==> src/rtl/sync_fifo_param.sv <==
// Single-clock FIFO with registered read data and occupancy flags.
// Latency: a write is readable one edge after it is accepted; data_out loads on the read edge.
// Backpressure: writes are dropped while full and reads are ignored while empty, with optional sticky error flags.
//
// Ports:
//   clk, rst                  clock and synchronous active-high reset
//   cs, wr_en, rd_en          chip select and requests (requests ignored while cs is low)
//   data_in / data_out        write data / registered read data (held between reads)
//   full, empty               occupancy == DEPTH / occupancy == 0
//   almost_full/almost_empty  occupancy >= AF_THRESH / occupancy <= AE_THRESH
//   count                     occupancy, 0..DEPTH
//   err_clr, overflow, underflow
//                             sticky rejected-write / rejected-read flags and their clear.
//                             They are live only when SYNC_FIFO_ERR_EN is defined; otherwise
//                             they are tied to 0 and err_clr is ignored.
module sync_fifo_param #(
    parameter int DATA_W    = 32,
    parameter int DEPTH     = 16,
    parameter int AF_THRESH = DEPTH - 2,
    parameter int AE_THRESH = 2,
    localparam int CNT_W    = $clog2(DEPTH) + 1
) (
    input  logic              clk,
    input  logic              rst,
    input  logic              cs,
    input  logic              wr_en,
    input  logic              rd_en,
    input  logic [DATA_W-1:0] data_in,
    input  logic              err_clr,
    output logic [DATA_W-1:0] data_out,
    output logic              full,
    output logic              empty,
    output logic              almost_full,
    output logic              almost_empty,
    output logic [CNT_W-1:0]  count,
    output logic              overflow,
    output logic              underflow
);

    localparam int PTR_W = $clog2(DEPTH);
    localparam logic [CNT_W-1:0] DEPTH_CNT = CNT_W'(DEPTH);
    localparam logic [CNT_W-1:0] AF_CNT    = CNT_W'(AF_THRESH);
    localparam logic [CNT_W-1:0] AE_CNT    = CNT_W'(AE_THRESH);

    // Storage is deliberately left out of reset; only pointers and count define validity.
    logic [DATA_W-1:0] mem [DEPTH];

    logic [PTR_W-1:0]  wr_ptr_q, wr_ptr_d;
    logic [PTR_W-1:0]  rd_ptr_q, rd_ptr_d;
    logic [CNT_W-1:0]  count_q, count_d;
    logic [DATA_W-1:0] data_out_q, data_out_d;
    logic              overflow_q, overflow_d;
    logic              underflow_q, underflow_d;

    logic wr_acc;
    logic rd_acc;

    // Flags decode straight from the count register so they never lag it.
    assign full         = (count_q == DEPTH_CNT);
    assign empty        = (count_q == '0);
    assign almost_full  = (count_q >= AF_CNT);
    assign almost_empty = (count_q <= AE_CNT);
    assign count        = count_q;
    assign data_out     = data_out_q;

    // Acceptance uses pre-edge full/empty, so full+both is a read and empty+both is a write.
    assign wr_acc = cs && wr_en && !full;
    assign rd_acc = cs && rd_en && !empty;

    always_comb begin
        wr_ptr_d   = wr_ptr_q;
        rd_ptr_d   = rd_ptr_q;
        count_d    = count_q;
        data_out_d = data_out_q;

        if (wr_acc) begin
            wr_ptr_d = wr_ptr_q + PTR_W'(1);
        end
        if (rd_acc) begin
            rd_ptr_d   = rd_ptr_q + PTR_W'(1);
            data_out_d = mem[rd_ptr_q];
        end

        case ({wr_acc, rd_acc})
            2'b10:   count_d = count_q + CNT_W'(1);
            2'b01:   count_d = count_q - CNT_W'(1);
            default: count_d = count_q;
        endcase
    end

`ifdef SYNC_FIFO_ERR_EN
    // Clear first, then set, so a same-cycle set condition wins over err_clr.
    // Error tracking is independent of acceptance: any request against a full/empty FIFO counts.
    always_comb begin
        overflow_d  = overflow_q;
        underflow_d = underflow_q;
        if (err_clr) begin
            overflow_d  = 1'b0;
            underflow_d = 1'b0;
        end
        if (cs && wr_en && full) begin
            overflow_d = 1'b1;
        end
        if (cs && rd_en && empty) begin
            underflow_d = 1'b1;
        end
    end
`else
    logic unused_err_clr;
    assign unused_err_clr = err_clr;

    always_comb begin
        overflow_d  = 1'b0;
        underflow_d = 1'b0;
    end
`endif

    assign overflow  = overflow_q;
    assign underflow = underflow_q;

    always_ff @(posedge clk) begin
        if (rst) begin
            wr_ptr_q    <= '0;
            rd_ptr_q    <= '0;
            count_q     <= '0;
            data_out_q  <= '0;
            overflow_q  <= 1'b0;
            underflow_q <= 1'b0;
        end else begin
            wr_ptr_q    <= wr_ptr_d;
            rd_ptr_q    <= rd_ptr_d;
            count_q     <= count_d;
            data_out_q  <= data_out_d;
            overflow_q  <= overflow_d;
            underflow_q <= underflow_d;
        end
    end

    // Reset outranks a concurrent write; the entry would be invalid anyway.
    always_ff @(posedge clk) begin
        if (!rst && wr_acc) begin
            mem[wr_ptr_q] <= data_in;
        end
    end

endmodule

==> config.mk <==
export PLATFORM = sky130hd
export DESIGN_NAME = sync_fifo_param
export DESIGN_NICKNAME = d
export VERILOG_FILES = /design/src/rtl/sync_fifo_param.sv
export SDC_FILE = /design/constraint.sdc
export NUM_CORES = 1
export LEC_CHECK = 0
export ABC_AREA = 1
export CORE_MARGIN = 1
export CORE_UTILIZATION = 41
export DETAILED_ROUTE_END_ITERATION = 10
export HOLD_SLACK_MARGIN = 0.12
export SYNTH_ARGS = -nofsm -noshare
export SYNTH_HDL_FRONTEND = slang
export SYNTH_SLANG_ARGS = --single-unit
==> constraint.sdc <==
create_clock -name clk -period 4.9 [get_ports clk]
set_input_delay 1.47 -clock clk [delete_from_list [all_inputs] [get_ports clk]]
set_output_delay 1.47 -clock clk [all_outputs]
set_load 0.03 [all_outputs]
# After elaboration in Yosys (flattened, before gate mapping)
# Memories as Yosys holds them, arrays and structs flattened. A register that Yosys moved wholly into a read port is not among the register bits.
# Cells that the tools add are included.
[totals]
reg_bits = 13
ram_bits = 512
input_bits = 38
output_inout_bits = 43
wordCells = 26
n_memories = 1
[classes]
addsub = 4
n_lt_le_gt_ge = 2
eq_ne = 3
mux = 3
reduce_logical = 10
[memory_table]
columns = ["name", "words", "word_bits", "read_ports", "rd_ports_with_merged_regs", "wr", "line_no", "rtl"]
rows = [
  ["mem", 16, 32, 1, 1, 1, "46", "logic [DATA_W-1:0] mem [DEPTH];"],
]
[op_table]
columns = ["op", "count"]
rows = [
  ["5-bit case mux with 2 select lines", 1],
  ["4-bit by 1-bit adder with 4-bit output (second input constant)", 2],
  ["5-bit by 1-bit adder with 5-bit output (second input constant)", 1],
  ["5-bit == test (second input constant)", 1],
  ["5-bit by 4-bit greater-or-equal comparator with 1-bit output (second input constant)", 1],
  ["5-bit by 2-bit less-or-equal comparator with 1-bit output (second input constant)", 1],
  ["1-bit logical AND", 5],
  ["5-bit zero test", 1],
  ["5-bit by 1-bit subtractor with 5-bit output (second input constant)", 1],
  ["1-bit zero test", 3],
  ["2-bit by 1-bit == test with 1-bit output (second input constant)", 1],
  ["2-bit == test (second input constant)", 1],
  ["1-bit two-way mux", 2],
  ["2-bit nonzero test", 1],
]

# Logic depth before layout (Yosys ltp)
# Gate-level depths: netlist (run 1).
[depth]
ltp_word = 6
depth_mapped = 17
mapped_depth_nobuf = 15

# Worst setup path before layout (run 1)
# OpenSTA, ideal clock, no wires.
[synth_timing]
kind = "input to register"
startpoint = "in rst"
endpoint = "mem mem[15][0] (enable)"
setup_ns = 0.421
arrival_time_ns = 3.322
t_required_ns = 4.479
slack_ns = 1.157
path_stages = 4
path_buffers = 1
path_cell_list = "inv_1 -> clkbuf_1 -> nand3_1 -> nor2_1"
[synth_between]
elab_chain_cells = 4
[synth_lines]
columns = ["item", "line_no", "rtl"]
rows = [
  ["start, declared", "24", "input logic rst,"],
  ["1-bit zero test", "141", "if (!rst && wr_acc) begin"],
  ["1-bit logical AND", "141", ""],
  ["1-bit two-way mux", "141", ""],
  ["1-bit two-way mux (not written as such)", "142", "mem[wr_ptr_q] <= data_in;"],
  ["end, declared", "46", ""],
]
# No other way between the ends.

# Final worst setup path (run 1)
[layout_timing]
startpoint = "reg count_q[1] (netlist: count[1])"
endpoint = "out almost_empty"
[layout_between]
elab_chain_cells = 1
[layout_lines]
columns = ["item", "line_no", "rtl"]
rows = [
  ["start, declared", "50", "logic [CNT_W-1:0] count_q, count_d;"],
  ["start signal, assigned", "132", "count_q <= count_d;"],
  ["5-bit by 2-bit less-or-equal comparator with 1-bit output", "62", "assign almost_empty = (count_q <= AE_CNT);"],
  ["end, declared", "34", "output logic almost_empty,"],
]
# No other way between the ends.

==> impl_metrics.env, run 1 <==
export IMPL_clockPowerShare_pct=39.4
export IMPL_area_delta_synth_final_pct=13.9
export IMPL_ios=81
export IMPL_use_met3_pct=2.82
export IMPL_fin_tns_setup_ps=0
export IMPL_whs_ps=514
export IMPL_period_share_pct=75.0
export IMPL_total_leakage_power_nw=11.0
export IMPL_power_density_nw_per_um2=397
export IMPL_port_buffers=77
export IMPL_htreeDepth=2
export IMPL_grt_use_met1_pct=25.3
export IMPL_slew_viol_final=0
export IMPL_setup_viol_count_final=0
export IMPL_peakVddDrop_mv=0.312
export IMPL_firstDrtPassIters=5
export IMPL_root_buffer="clkbuf_16"
export IMPL_cts_tree="built"
export IMPL_maxCapViolCount=0
export IMPL_clk_latency_ps=630
export IMPL_grt_setup_unrepaired="no"
export IMPL_crit_path_start="count[1]"
export IMPL_r2r_start="rd_ptr_q[0]"
export IMPL_yosysMostFrequentCell="nand2_1"
export IMPL_yosys_top_cells_count="nand2_1, edfxtp_1, nand3_1"
export IMPL_combPwrFrac_pct=10.8
export IMPL_finClkSkew_ps=32.9
export IMPL_cellInternalPower_mw=8.08
export IMPL_finalHoldViolations=0
export IMPL_path_max_fanout=6
export IMPL_ys_types=29
export IMPL_synth_seq_cells=557
export IMPL_viasPerCell=4.90
export IMPL_drive_gt1_share_pct=5.47
export IMPL_multi_input_area_um2=5670
export IMPL_initial_core_util_pct=41.8
export IMPL_slew_headroom_pct=18.6
export IMPL_synthArstFlopShare_pct=0
export IMPL_die_h_um=243
export IMPL_tightest_slew_ps=1220
export IMPL_cts_max_path_buffers=3
export IMPL_globalplace_congestion=0.755
export IMPL_swShare_pct=24.9
export IMPL_die_area_um2=58900
export IMPL_period_minus_slack_ps=3680
export IMPL_holdCritPathClass="register to register"
export IMPL_gr_total_overflow=0
export IMPL_syn_area_um2=23800
export IMPL_grt_busiest_layer="met2"
export IMPL_wirelength_um=56200
export IMPL_fin_area_um2=27100
export IMPL_via_count=15400
export IMPL_synthTopCellsByArea="edfxtp_1, nand2_1, nand3_1, inv_1, dfxtp_1"
export IMPL_post_cts_buffers=0
export IMPL_grt_max_degree=123
export IMPL_synth_top_area_share_pct=64.7
export IMPL_num_rows=87
export IMPL_required_ps=3430
export IMPL_cts_sinks=557
export IMPL_r2r_end="data_out[19]"
export IMPL_die_w_um=243
export IMPL_yosysTopAreaCell="edfxtp_1"
export IMPL_synthFlopType="edfxtp_1"
export IMPL_core_area_um2=56800
export IMPL_p_switching_mw=2.67
export IMPL_antenna_found_initial=1
export IMPL_r2r_cells=10
export IMPL_synth_seq_area_share_pct=68.5
export IMPL_synth_edf_count=512
export IMPL_avgRoutedWirePerCell_um=17.8
export IMPL_drt_iter0_drc=1194
export IMPL_syn_avg_cell_area_um2=10.3
export IMPL_r2r_setup_slack_ps=1720
export IMPL_status="finished clean"
export IMPL_worstSetupPathType="register to primary output"
export IMPL_cp_start_kind="register"
export IMPL_grt_pass1_vias=15100
export IMPL_grt_pass1_wl_um=86900
export IMPL_cts_resized=0
export IMPL_dpl_cell_area_um2=25300
export IMPL_ant_nets=0
export IMPL_dp_hpwl_um=28100
export IMPL_ys_warnings_count=0
export IMPL_max_freq_ghz=0.272
export IMPL_cts_inserted_buffers=57
export IMPL_crit_path_end="almost_empty"
export IMPL_postSynthCellCount=2298
export IMPL_holdBufCountCts=0
export IMPL_nNetsFinal=2393
export IMPL_use_met2_pct=33.1
export IMPL_seq_power_share_pct=49.7
export IMPL_track_usage_pct=19.3
export IMPL_crit_arrival_ps=2210
export IMPL_fill_cells=5087
export IMPL_drc_errors=0
export IMPL_final_seq_area_um2=16300
export IMPL_end_kind="primary output"
export IMPL_clk_pin_slew_ps=60
-- cells in the final DEF, fill, tap and decap left out, drive strengths merged --
cell and n:
ha 9, dfxtp 45, clkinv 17, edfxtp 512
buf 31, o31ai 1, a21oi 12, bufinv 4
nand3 362, a2111oi 1, o21ai 9, clkbuf 86
conb 2, nor2 84, diode 1, nand2 819
a21boi 1, inv 314, clkdlybuf4s50 76, xnor2 1
nand4 2, xor2 4, fa 1, o21bai 1
-- flip-flops by register name (all words and copies together) (netlist names) --
signal,flops
data_out,32
mem,512
count,5
wr_ptr_q,4
rd_ptr_q,4
-- cell families (layout without fill, tap and decap cells) --
family / count (synthesis) / in the layout / share of synthesized area, %
other cells: 1 / 3 / 0.0158
simple gates: 1267 / 1267 / 22.0
buf+inv: 433 / 528 / 8.19
xor+xnor: 5 / 5 / 0.184
compound gates: 25 / 25 / 0.574
fa+ha+maj: 10 / 10 / 0.558
flops: 557 / 557 / 68.5
-- final cells by class --
type	instances	share of cell area [%]
sequential	557	60.1
antenna	1	0.00924
clock inverter	22	0.878
timing repair buffer	107	4.31
inverter	313	4.37
clock buffer	86	5.85
multi-input combinational	1309	20.9
tap	756	3.49
-- metrics by stage --
step	cells	setup slack (ps)	power, mW	utilization [%]
2_1_floorplan	2299	1160	6.26	-
3_3_place_gp	3042	937	6.61	44.4
3_5_place_dp	3042	909	6.62	44.4
4_1_cts	3150	1180	10.9	47.6
5_1_grt	3151	1120	11.2	47.7
6_report	3151	1220	10.8	47.7
-- worst min path at each step --
| stage | from | endpoint | slack [ps] | cells after the start |
|---|---|---|---|---|
| after global placement | wr_ptr_q[3] | wr_ptr_q[3] | 490 | 2 |
| final | wr_ptr_q[3] | wr_ptr_q[3] | 510 | 2 |
| after floorplan | wr_ptr_q[3] | wr_ptr_q[3] | 470 | 2 |
| after CTS | wr_ptr_q[3] | wr_ptr_q[3] | 510 | 2 |
| after global routing | wr_ptr_q[3] | wr_ptr_q[3] | 540 | 2 |
| after detailed placement | wr_ptr_q[3] | wr_ptr_q[3] | 500 | 2 |
-- routing by layer --
layer,vias to the layer above,part of all wire [%]
li1,7554,-
met1,7429,43
met2,367,49
met3,81,5.6
met4,0,2.3
met5,-,0
-- worst max-delay path, cell delays in order, from the launching register on --
cell,delay (ps)
dfxtp_1,360
a2111oi_0,490
clkdlybuf4s50_1,750
-- power by group through the flow --
stage          Sequential (mW)  Clock, mW  Combinational [mW]
2_1_floorplan             5.47          0               0.796
3_3_place_gp              5.45          0                1.16
3_5_place_dp              5.45          0                1.18
4_1_cts                   5.35       4.33                1.18
5_1_grt                   5.36       4.50                1.31
6_report                  5.35       4.24                1.17
Power figures use the tool's default switching activity.
==> inputs of run 2 (changes only) <==
- clock period: 4.9 -> 3.2 ns (I/O delays scaled with it)
==> run 2 against run 1 <==
Compared with the run above: worst hold slack gained 7.8 ps; largest power group unchanged; critical endpoint is now full; sequential share of layout area shrank 1.2 points; highest routed layer unchanged; sequential power grew 52%.
==> impl_metrics.env, run 2 (synthesis results as in run 1) <==
export IMPL_clk_pin_slew_ps=60
export IMPL_path_cells="nor2_1, nand4_1, inv_1, clkdlybuf4s50_1"
export IMPL_wirelength_um=57900
export IMPL_grt_setup_unrepaired="no"
export IMPL_power_total_mw=16.9
export IMPL_drt_iter0_drc=1315
export IMPL_cp_start_kind="register"
export IMPL_required_ps=2240
export IMPL_worstSetupPathType="register to primary output"
export IMPL_grt_pass1_vias=15000
export IMPL_max_freq_ghz=0.332
export IMPL_slew_headroom_pct=48.5
export IMPL_htreeDepth=2
export IMPL_root_buffer="clkbuf_16"
export IMPL_seq_power_share_pct=48.0
export IMPL_viasPerCell=4.91
export IMPL_cts_inserted_buffers=59
export IMPL_critical_path_max_stage_delay_ps=660
export IMPL_drc_errors=0
export IMPL_gr_total_overflow=0
export IMPL_dp_hpwl_um=30300
export IMPL_slew_viol_final=0
export IMPL_cts_tree="built"
export IMPL_placed_cells_incl_taps=3068
export IMPL_end_kind="primary output"
export IMPL_cts_max_path_buffers=3
export IMPL_antenna_found_initial=1
export IMPL_nNetsFinal=2421
export IMPL_holdBufCountCts=0
export IMPL_crit_buf_inv=2
export IMPL_regMostFlops="mem"
export IMPL_instances_no_fill=3178
export IMPL_cp_slowest_cell="clkdlybuf4s50_1"
export IMPL_path_max_fanout=6
export IMPL_cellInternalPower_mw=12.8
export IMPL_peakVddDrop_mv=0.422
export IMPL_port_buffers=77
export IMPL_period_minus_slack_ps=3010
export IMPL_fin_util_pct=48.6
export IMPL_cts_resized=0
export IMPL_power_density_nw_per_um2=612
export IMPL_initial_core_util_pct=41.8
export IMPL_cts_sinks=557
export IMPL_firstDrtPassIters=5
export IMPL_fin_tns_setup_ps=0
export IMPL_setup_viol_count_final=0
export IMPL_period_share_pct=94.1
export IMPL_cpLargestDelayFamily="buffers and inverters"
export IMPL_area_delta_synth_final_pct=16.2
export IMPL_via_count=15600
export IMPL_track_usage_pct=19.7
export IMPL_tightest_slew_ps=772
export IMPL_drive_gt1_share_pct=7.02
export IMPL_core_area_um2=56800
export IMPL_finalHoldViolations=0
export IMPL_ant_nets=0
export IMPL_largest_reg_flops=512
export IMPL_avgRoutedWirePerCell_um=18.2
export IMPL_post_cts_buffers=0
export IMPL_die_h_um=243
export IMPL_status="finished clean"
export IMPL_die_w_um=243
export IMPL_globalplace_congestion=0.839
export IMPL_fin_area_um2=27600
export IMPL_swShare_pct=24.5
export IMPL_p_switching_mw=4.14
export IMPL_combPwrFrac_pct=11.2
export IMPL_clk_latency_ps=610
export IMPL_clockPowerShare_pct=40.8
export IMPL_total_leakage_power_nw=11.3
export IMPL_holdCritPathClass="register to register"
export IMPL_grt_pass1_wl_um=89000
export IMPL_finClkSkew_ps=16.4
export IMPL_final_common_cell="nand2_1"
export IMPL_layout_common_cells="nand2_1, edfxtp_1, nand3_1"
export IMPL_die_area_um2=58900
export IMPL_ios=81
export IMPL_dpl_cell_area_um2=25700
export IMPL_crit_arrival_ps=2050
export IMPL_num_rows=87
export IMPL_maxCapViolCount=0
export IMPL_grt_max_degree=134
==> run 2: stage by stage <==
stage	worst slack, ps	hold WS [ps]
floorplan	-33.0	472
global placement	60.0	499
finish	189	522
detailed placement	33.7	501
global route	46.8	551
CTS	39.8	511
==> run 2: worst register-to-register path: stages (launching register included) <==
cell and delay [ps]:
dfxtp_1 370, nor2_1 180, nand4_1 150, nand3_2 200, ha_1 310, inv_1 80, fa_1 410, inv_1 70
nand2_1 70, a21boi_0 210, o21bai_1 100, nand2_1 70, nand2_1 50, a21oi_1 110
==> run 2: layer usage <==
metal	wire, um	vias to the layer above	GRT usage [%]
met4	1720	0	6.33
met5	0	-	0
li1	-	7607	-
met1	25600	7506	26.3
met2	27900	381	33.0
met3	2680	100	3.06
==> run 2: final cells by class <==
| class | instances | area [um2] |
|---|---|---|
| multi-input combinational | 1309 | 5670 |
| antenna | 1 | 2.50 |
| timing repair buffer | 133 | 1590 |
| clock inverter | 29 | 354 |
| tap | 756 | 946 |
| fill | 5052 | 29200 |
| clock buffer | 80 | 1600 |
| sequential | 557 | 16300 |
| inverter | 313 | 1180 |
==> run 2: power by group through the flow <==
stage,clock network (mW),logic (mW),registers [mW]
2_1_floorplan,0,1.22,8.37
3_3_place_gp,0,1.89,8.27
3_5_place_dp,0,1.91,8.27
4_1_cts,7.03,1.92,8.12
5_1_grt,7.32,2.10,8.13
6_report,6.90,1.90,8.12
==> run 2: final timing paths <==
path | start | cells past startpoint | slack, ps | endpoint
worst max-delay path | count[1] | 4 | 190 | full
worst min-delay path | wr_ptr_q[3] | 2 | 520 | wr_ptr_q[3]
worst max register to register | count[1] | 13 | 750 | count[4]
worst min register to register | wr_ptr_q[3] | 2 | 520 | wr_ptr_q[3]
